<file path="src/rtl/memory_arbiter_pkg.sv">
// Shared definitions for the two-master coprocessor memory arbiter.
package memory_arbiter_pkg;

  typedef enum logic [1:0] {
    IDLE   = 2'd0,
    GRANT0 = 2'd1,
    GRANT1 = 2'd2,
    TURN   = 2'd3
  } arb_state_e;

  typedef enum logic {
    MASTER0 = 1'b0,
    MASTER1 = 1'b1
  } master_e;

endpackage

</file>
<file path="src/rtl/memory_arbiter.sv">
// Two-master round-robin arbiter for the shared coprocessor memory: registered
// grant/release handshake, combinational owner mux, read data broadcast.
module memory_arbiter
  import memory_arbiter_pkg::*;
#(
  parameter int width           = 128,
  parameter int memory_size_log = 8,
  parameter int max_hold        = 64,
  parameter int hold_width      = $clog2(max_hold + 1)
) (
  input  logic                       in_clk,
  input  logic                       in_reset,
  input  logic                       in_m0_req,
  input  logic [memory_size_log-1:0] in_m0_address,
  input  logic [width-1:0]           in_m0_data,
  input  logic                       in_m0_read_en,
  input  logic                       in_m0_write_en,
  input  logic                       in_m1_req,
  input  logic [memory_size_log-1:0] in_m1_address,
  input  logic [width-1:0]           in_m1_data,
  input  logic                       in_m1_read_en,
  input  logic                       in_m1_write_en,
  output logic                       out_m0_grant,
  output logic                       out_m0_release,
  output logic                       out_m1_grant,
  output logic                       out_m1_release,
  output logic [memory_size_log-1:0] out_mem_address,
  output logic [width-1:0]           out_mem_data,
  output logic                       out_mem_read_en,
  output logic                       out_mem_write_en,
  input  logic [width-1:0]           in_mem_data,
  output logic [width-1:0]           out_rd_data,
  output logic                       out_busy
);

  localparam logic [hold_width-1:0] HOLD_MAX = hold_width'(max_hold);

  arb_state_e            state_q, state_d;
  master_e               last_owner_q, last_owner_d;
  logic [hold_width-1:0] hold_q, hold_d;
  logic                  grant0_q, grant0_d;
  logic                  grant1_q, grant1_d;
  logic                  release0_q, release0_d;
  logic                  release1_q, release1_d;
  logic                  busy_q, busy_d;

  always_comb begin
    state_d      = state_q;
    last_owner_d = last_owner_q;
    hold_d       = hold_q;
    unique case (state_q)
      IDLE, TURN: begin
        // On a tie the master that did not own last wins.
        if (in_m0_req && (!in_m1_req || last_owner_q == MASTER1)) begin
          state_d      = GRANT0;
          last_owner_d = MASTER0;
          hold_d       = '0;
        end else if (in_m1_req) begin
          state_d      = GRANT1;
          last_owner_d = MASTER1;
          hold_d       = '0;
        end else begin
          state_d = IDLE;
        end
      end
      GRANT0: begin
        if (!in_m0_req) state_d = TURN;
        else if (in_m1_req && hold_q != HOLD_MAX) hold_d = hold_q + hold_width'(1);
      end
      GRANT1: begin
        if (!in_m1_req) state_d = TURN;
        else if (in_m0_req && hold_q != HOLD_MAX) hold_d = hold_q + hold_width'(1);
      end
    endcase

    grant0_d   = (state_d == GRANT0);
    grant1_d   = (state_d == GRANT1);
    busy_d     = (state_d != IDLE);
    // Release is sticky for the rest of the tenure; a fresh grant starts it clear.
    release0_d = grant0_d && (release0_q || (in_m1_req && hold_d == HOLD_MAX));
    release1_d = grant1_d && (release1_q || (in_m0_req && hold_d == HOLD_MAX));
  end

  always_ff @(posedge in_clk or negedge in_reset) begin
    if (!in_reset) begin
      state_q      <= IDLE;
      last_owner_q <= MASTER1;
      hold_q       <= '0;
      grant0_q     <= 1'b0;
      grant1_q     <= 1'b0;
      release0_q   <= 1'b0;
      release1_q   <= 1'b0;
      busy_q       <= 1'b0;
    end else begin
      state_q      <= state_d;
      last_owner_q <= last_owner_d;
      hold_q       <= hold_d;
      grant0_q     <= grant0_d;
      grant1_q     <= grant1_d;
      release0_q   <= release0_d;
      release1_q   <= release1_d;
      busy_q       <= busy_d;
    end
  end

  always_comb begin
    out_mem_address  = '0;
    out_mem_data     = '0;
    out_mem_read_en  = 1'b0;
    out_mem_write_en = 1'b0;
    unique case (state_q)
      GRANT0: begin
        out_mem_address  = in_m0_address;
        out_mem_data     = in_m0_data;
        out_mem_read_en  = in_m0_read_en;
        out_mem_write_en = in_m0_write_en;
      end
      GRANT1: begin
        out_mem_address  = in_m1_address;
        out_mem_data     = in_m1_data;
        out_mem_read_en  = in_m1_read_en;
        out_mem_write_en = in_m1_write_en;
      end
      IDLE, TURN: ;
    endcase
  end

  assign out_m0_grant   = grant0_q;
  assign out_m1_grant   = grant1_q;
  assign out_m0_release = release0_q;
  assign out_m1_release = release1_q;
  assign out_busy       = busy_q;
  assign out_rd_data    = in_mem_data;

endmodule

</file>
<file path="config.mk">
export PLATFORM = sky130hd
export DESIGN_NAME = memory_arbiter
export DESIGN_NICKNAME = d
export VERILOG_FILES = /design/src/rtl/memory_arbiter_pkg.sv /design/src/rtl/memory_arbiter.sv
export SDC_FILE = /design/constraint.sdc
export NUM_CORES = 1
export LEC_CHECK = 0
export CORE_AREA = 4 4 259 261
export CTS_CLUSTER_DIAMETER = 100
export DETAILED_ROUTE_END_ITERATION = 6
export DIE_AREA = 0 0 263 265
export SLEW_MARGIN = 15
export SYNTH_ARGS = -nofsm -noshare
export SYNTH_HDL_FRONTEND = slang
export SYNTH_SLANG_ARGS = --single-unit
</file>
<file path="constraint.sdc">
create_clock -name in_clk -period 4.15 [get_ports in_clk]
set_input_delay 1.245 -clock in_clk [delete_from_list [all_inputs] [get_ports in_clk]]
set_output_delay 1.245 -clock in_clk [all_outputs]
set_load 0.05 [all_outputs]
</file>
# Word level (Yosys, flattened, before mapping)
# Cells that the tools add are included.
dict set report word_totals {
  register_bits 15
  in_bits 408
  output_inout_bits 271
  wordCells 50
}
dict set report classes {
  addsub 1
  n_eq_ne 7
  muxes 18
  n_reduce_logical 16
}
# cell n
set ops {}
lappend ops {{case mux 128 bit (2 select lines)} 1}
lappend ops {{2-to-1 mux 7 bit} 6}
lappend ops {{case mux 7 bit (3 select lines)} 1}
lappend ops {{case mux 8 bit (2 select lines)} 1}
lappend ops {{2-to-1 mux 2 bit} 4}
lappend ops {{adder 7 x 1 -> 7 bit, second input constant} 1}
lappend ops {{== test 7 bit, second input constant} 1}
lappend ops {{logical AND 1 bit} 7}
lappend ops {{inequality test 7 bit, second input constant} 1}
lappend ops {{== test 2 bit, second input constant} 3}
lappend ops {{case mux 2 bit (3 select lines)} 1}
lappend ops {{== test 2 x 1 -> 1 bit, second input constant} 2}
lappend ops {{case mux 1 bit (2 select lines)} 2}
lappend ops {{nonzero test 2 bit} 2}
lappend ops {{logical OR 1 bit} 3}
lappend ops {{zero test 2 bit} 1}
lappend ops {{2-to-1 mux 1 bit} 2}
lappend ops {{AND reduction 2 bit} 1}
lappend ops {{OR reduction 2 bit} 1}
lappend ops {{zero test 1 bit} 1}

# Depth between registers and ports, before layout
# Gate-level depths: netlist of run 1.
dict set report logic_depth {
  depth_word 9
  mapped_depth 8
  depth_no_buf 7
}

# Least setup slack after synthesis of run 1
# Ideal clock, no wire load.
dict set report synth_path {
  path_kind {register to output}
  from {reg state_q[1]}
  to {out out_mem_data[93]}
  t_arrival_ns 2.053
  t_required_ns 2.905
  slack_ns 0.852
  path_stages_with_launch 8
  n_path_buf 3
  path_cell_list {dfrtp_1 inv_1 ha_1 buf_6 clkbuf_1 clkbuf_1 a22oi_1 nor2_1}
}
dict set report synth_via {
  elab_chain_cells 2
  word_cells_on_any_way 3
  classes_between {2 x eq/ne; 1 x mux}
}
# element line_no
set synth_rtl {}
lappend synth_rtl {{start, declared} memory_arbiter.sv:38} ;# arb_state_e state_q, state_d;
lappend synth_rtl {{start signal, assigned} memory_arbiter.sv:95} ;# state_q <= state_d;
lappend synth_rtl {{== test 2 bit / == test 2 x 1 -> 1 bit (equally long branches)} memory_arbiter.sv:111} ;# unique case (state_q)
lappend synth_rtl {{case mux 128 bit (2 select lines) (*)} memory_arbiter.sv:111}
lappend synth_rtl {{end, declared} memory_arbiter.sv:28} ;# output logic [width-1:0] out_mem_data,
# Every way passes the cells marked *; elsewhere a longest branch is shown, timed or not.

# Worst setup path after layout of run 1
dict set report layout_path {
  from {in in_m0_data[79]}
  to {out out_mem_data[79]}
}
dict set report layout_via {
  elab_chain_cells 1
}
# element line_no
set layout_rtl {}
lappend layout_rtl {{start, declared} memory_arbiter.sv:15} ;# input logic [width-1:0] in_m0_data,
lappend layout_rtl {{case mux 128 bit (2 select lines)} memory_arbiter.sv:111}
# No other way between the ends.

==> results_dict.tcl, run 1 <==
set metrics [dict create \
    status "finished clean" \
    startpoint "in_m0_data[79]" \
    htree_levels 1 \
    fin_util_pct 12.52 \
    place_ws_ns 0.5582 \
    grt_antenna_before_repair 12 \
    clock_skew_ns 0.001315 \
    drive_gt1_share_pct 19.72 \
    clk_latency_ns 0.24 \
    worstHoldStart "out_m1_release" \
    cts_tree "built" \
    io_buffer_count 422 \
    syn_nets 955 \
    finalCriticalPeriod_ns 3.571 \
    die_h_um 265 \
    p_int_mw 2.506 \
    clk_pin_slew_ns 0.04 \
    synthTopCellsByArea "a22oi_1 (29%), buf_4 (27%), nor2_1 (15%)" \
    rsz0062_at_grt "false" \
    synth_seq_area_share_pct 10.41 \
    async_reset_ff_share_pct 100.0 \
    numCtsBuffers 3 \
    r2r_slack_ns 1.14 \
    drc 0 \
    p_leak_nw 2.990 \
    initial_core_util_pct 5.611 \
    num_rows 93 \
    synthTopCellsByCount "nor2_1 (143), a22oi_1 (138), buf_4 (128)" \
    grt_overflow_total 0 \
    regArea_um2 376.6 \
    fillers 7371 \
    synth_top_area_share_pct 28.64 \
    setup_ws_ns 0.5792 \
    grt_max_degree 142 \
    hold_class "reg2reg" \
    vias 5141 \
    synth_cells 542 \
    slew_headroom_pct 42.44 \
    final_max_slew_viol_count 0 \
    comb_power_share_pct 94.5 \
    ant_nets 0 \
    synth_area_um2 3617 \
    fin_setup_tns_ns 0 \
    ys.flop_type "dfrtp_1" \
    end_kind "primary output" \
    yosys.area_share.simple_pct 18.85 \
    dpl.hpwl_mm 28.96 \
    routed_wl_mm 32.44 \
    path_class "in2out" \
    avgSynthCellArea_um2 6.674 \
    maxCapViolations 0 \
    wl_per_cell_um 19.61 \
    timing.hold.ws_ns 0.5030 \
    synth_edf_count 0 \
    synth_mux_area_share_pct 0.5534 \
    irDropWorstVdd_uv 474.5 \
    placed_cells 1647 \
    post_cts_buffers 0 \
    gp_congestion 0.8388 \
    grt_use_total_pct 8.429 \
    arrival_ns 2.33 \
    chipWidth_um 263 \
    synth_fa_ha_area_share_pct 1.730 \
    synth_xor_area_share_pct 0 \
    rr_startpoint "state_q[1]" \
    setup-violations-final 0 \
    synth.largest_area_cell "a22oi_1" \
    critical_path.endpoint "out_mem_data[79]" \
    num_io_pins 679 \
    multi_input_area_um2 2073 \
    reg2reg_depth 8 \
    core_um2 64460 \
    synth_cell_types 42 \
    drt_iter0_drc 178 \
    power_switching_mw 4.585 \
    grt_pass1_wl_mm 41.83 \
    clock_path_buffers 2 \
    grt_pass1_vias 5363 \
    vias_per_cell 3.108 \
    clockRootBuffer "clkbuf_16" \
    clock.fmax_mhz 280.1 \
    clockPowerShare_pct 2.5 \
    p_sw_share_pct 64.66 \
    hold_violations 0 \
    period_share_pct 86.04 \
    synth_top_family_by_area "compound AO/OA/AOI/OAI gates" \
    yosys_warnings 0 \
    die_area_um2 69700 \
    layout.nets 1210 \
    p_per_area_nw_per_um2 878.8 \
    crit_required_ns 2.90 \
    synth-compound-area-share_pct 35.49 \
    clock-sinks 15 \
    area_growth_pct 123.1 \
    cts.hold.buffers_added 0 \
    crit_fanout 1 \
    tightest_slew_ns 0.8634 \
    worstSetupStartpointType "input port" \
    synth_most_common_cell "nor2_1" \
    r2r-end "out_m0_release" \
    power_frac_seq_pct 3.0 \
    firstDrtPassIters 5 \
    ys_ff_latch 15 \
    final-instance-count-excl-fill 1654 \
    cts_resized 0 \
]
## routing by layer
| metal | track usage (%) | vias up | share of wire [%] |
|---|---|---|---|
| met5 | 0 | - | 0.21 |
| met4 | 1.220 | 10 | 1.1 |
| met3 | 7.629 | 34 | 21 |
| met2 | 13.49 | 506 | 44 |
| met1 | 8.393 | 2285 | 34 |
| li1 | - | 2306 | - |
## worst min path at each step
stage                           endpoint  slack (ns)  cells past startpoint
after global placement    out_m0_release        0.48                      2
after detailed placement  out_m0_release        0.49                      2
after global routing      out_m1_release        0.54                      2
final                     out_m1_release        0.50                      2
after CTS                 out_m0_release        0.50                      2
after floorplan             last_owner_q        0.51                      2
## cells in the final DEF (no fill, tap or decap), types with 4 or more instances in the layout
cell	n
nor2_1	143
nand2_1	8
a22oi_1	138
clkdlybuf4s50_1	284
dfrtp_1	14
buf_4	103
a21oi_1	5
a211oi_1	4
inv_1	7
buf_12	41
## state kept, by name, indices dropped and copies added, names as in the netlist
signal / count
out_m1_release: 1
out_m0_grant: 1
out_busy: 1
out_m0_release: 1
state_q: 2
last_owner_q: 1
hold_q: 7
out_m1_grant: 1
## power by group through the flow
stage / sequential [mW] / combinational, mW / clock [mW]
floorplan: 0.245 / 4.34 / 0
global placement: 0.212 / 6.71 / 0
detailed placement: 0.213 / 6.79 / 0
CTS: 0.211 / 6.81 / 0.185
global route: 0.215 / 7.07 / 0.194
finish: 0.211 / 6.70 / 0.181
## cell type report
cell class,instances,area share [%]
Antenna cell,3,0.09304
Clock buffer,4,0.9769
Inverter,7,0.3256
Multi-Input combinational cell,342,25.69
Sequential cell,15,4.667
Tap cell,855,13.26
Timing Repair Buffer,428,54.99
## stage by stage
| stage | area (um^2) | total power, mW |
|---|---|---|
| CTS | 8061 | 7.210 |
| global placement | 7983 | 6.927 |
| finish | 8069 | 7.091 |
| global route | 8064 | 7.484 |
| floorplan | 3617 | 4.581 |
| detailed placement | 7983 | 6.999 |
## cell families after synthesis
family	Yosys count
compound gates	168
fa+ha+maj	5
buf+inv	185
flops	15
mux	2
simple gates	167
## worst max-delay path, cell delays in order
cell and delay (ns):
clkdlybuf4s50_1 0.40, a22oi_1 0.38, nor2_1 0.08, buf_4 0.22
(Power assumes the default switching activity.)
==> run 2, diff against run 1 <==
--- a/config.mk
+++ b/config.mk
@@ -9,6 +9,7 @@
 export CTS_CLUSTER_DIAMETER = 100
 export DETAILED_ROUTE_END_ITERATION = 6
 export DIE_AREA = 0 0 263 265
+export PLACE_DENSITY = 0.39
 export SLEW_MARGIN = 15
 export SYNTH_ARGS = -nofsm -noshare
 export SYNTH_HDL_FRONTEND = slang
==> run 2 against run 1 <==
  * Power rose by 0.24%
  * Critical endpoint is now out_mem_data[93]
  * Critical path type unchanged
  * Die area did not move
  * Fmax fell by 1.9%
  * Largest cell class unchanged
  * Worst hold slack got worse by 0.023 ns
  * Combinational power barely moved
  * Sequential power rose by 2%
==> results_dict.tcl, run 2 (synthesis results as in run 1) <==
set metrics [dict create \
    grt_antenna_before_repair 0 \
    antenna_cells 0 \
    clock_path_buffers 2 \
    grt_pass1_wl_mm 33.87 \
    finalCriticalPeriod_ns 3.640 \
    drt_iter0_drc 160 \
    end_kind "primary output" \
    setup-violations-final 0 \
    cts_tree "built" \
    clock.fmax_mhz 274.8 \
    worstSetupStartpointType "input port" \
    p_per_area_nw_per_um2 874.7 \
    grt_overflow_total 0 \
    layout.nets 1227 \
    wl_per_cell_um 14.83 \
    top_register "hold_q" \
    initial_core_util_pct 5.611 \
    setup_ws_ns 0.5104 \
    routed_wl_mm 24.73 \
    grt_max_degree 50 \
    grt_pass1_vias 5333 \
    area_growth_pct 124.7 \
    layout_commonest_cell "clkdlybuf4s50_1" \
    cts_resized 0 \
    drive_gt1_share_pct 21.40 \
    largest_register_ffs 7 \
    vias 5115 \
    irDropWorstVdd_uv 438.1 \
    crit_fanout 1 \
    clk_latency_ns 0.24 \
    num_io_pins 679 \
    clock_skew_ns 0.001202 \
    drc 0 \
    status "finished clean" \
    die_area_um2 69700 \
    hold_class "reg2reg" \
    path_class "in2out" \
    num_rows 93 \
    fin_setup_tns_ns 0 \
    dpl.hpwl_mm 21.26 \
    rsz0062_at_grt "false" \
    post_cts_buffers 0 \
    htree_levels 1 \
    clk_pin_slew_ns 0.05 \
    mostFrequentLayoutCells "clkdlybuf4s50_1 (284), nor2_1 (143), a22oi_1 (138)" \
    hold_violations 0 \
    ant_nets 0 \
    p_leak_nw 3.061 \
    grt_use_total_pct 6.267 \
    die_h_um 265 \
    numCtsBuffers 3 \
    fillers 7471 \
    reg_top3 "hold_q (7), state_q (2)" \
    clock-sinks 15 \
    chipWidth_um 263 \
    firstDrtPassIters 4 \
    io_buffer_count 422 \
    core_um2 64460 \
    cts.hold.buffers_added 0 \
    period_share_pct 87.70 \
    crit_required_ns 2.90 \
    timing.hold.ws_ns 0.4799 \
    slew_headroom_pct 49.03 \
    fin_util_pct 12.61 \
    maxCapViolations 0 \
    clockRootBuffer "clkbuf_16" \
    place_ws_ns 0.4795 \
    arrival_ns 2.39 \
    vias_per_cell 3.067 \
    final_max_slew_viol_count 0 \
    tightest_slew_ns 0.7622 \
    gp_congestion 0.8476 \
]
run 2: changes by cell type in the layout (fill, tap and decap cells not counted), sizes merged:
| cell | delta |
|---|---|
| diode | -3 |
| buf | +17 |
run 2: worst paths after layout:
path | cells past startpoint | slack, ns | start | to
max | 4 | 0.51 | in_m1_data[93] | out_mem_data[93]
min | 2 | 0.48 | out_m1_release | out_m1_release
max reg2reg | 9 | 1.35 | state_q[0] | out_m1_release
min reg2reg | 2 | 0.48 | out_m1_release | out_m1_release
max in group asynchronous | 1 | 2.22 | in_reset | out_busy
min in group asynchronous | 1 | 1.45 | in_reset | hold_q[5]
run 2: cell type report:
class | instances | area, um^2 | area share [%]
tap | 855 | 1070 | 13.16
multi-input combinational | 342 | 2073 | 25.51
clock buffer | 4 | 78.83 | 0.9700
timing repair buffer | 445 | 4502 | 55.40
inverter | 7 | 26.28 | 0.3233
sequential | 15 | 376.6 | 4.634
run 2: worst max-delay path, cell delays in order:
cell and delay (ns):
clkdlybuf4s50_1 0.52, a22oi_1 0.10, nor2_1 0.34, buf_12 0.19
run 2: report_power, final:
part           leakage (nW)  switching [mW]  internal (mW)
registers             0.196          0.0294          0.185
clock network        0.0382          0.0616          0.130
logic                  2.83            4.41           2.29
total                  3.06            4.50           2.61
run 2: metal layers:
metal | vias up | part of all wire, % | routed length [um] | global-route usage [%]
li1 | 2344 | - | - | -
met5 | - | 0 | 0 | 0
met4 | 0 | 1.7 | 411 | 1.435
met2 | 428 | 53 | 13180 | 12.39
met3 | 24 | 12 | 2878 | 2.692
met1 | 2319 | 33 | 8264 | 5.958
run 2: stage by stage:
stage	total power, mW	area (um^2)	instances
6_report	7.108	8127	1668
5_1_grt	7.481	8127	1668
4_1_cts	7.213	8127	1668
3_5_place_dp	7.010	8048	1664
3_3_place_gp	7.035	8048	1664
2_1_floorplan	4.581	3617	542
==> run 3, diff against run 2 <==
--- a/config.mk
+++ b/config.mk
@@ -10,6 +10,7 @@
 export DETAILED_ROUTE_END_ITERATION = 6
 export DIE_AREA = 0 0 263 265
 export PLACE_DENSITY = 0.39
+export SKIP_CTS_REPAIR_TIMING = 1
 export SLEW_MARGIN = 15
 export SYNTH_ARGS = -nofsm -noshare
 export SYNTH_HDL_FRONTEND = slang
==> results of run 3 <==
Same layout as run 2: the final DEF is identical, and so are final timing and power.
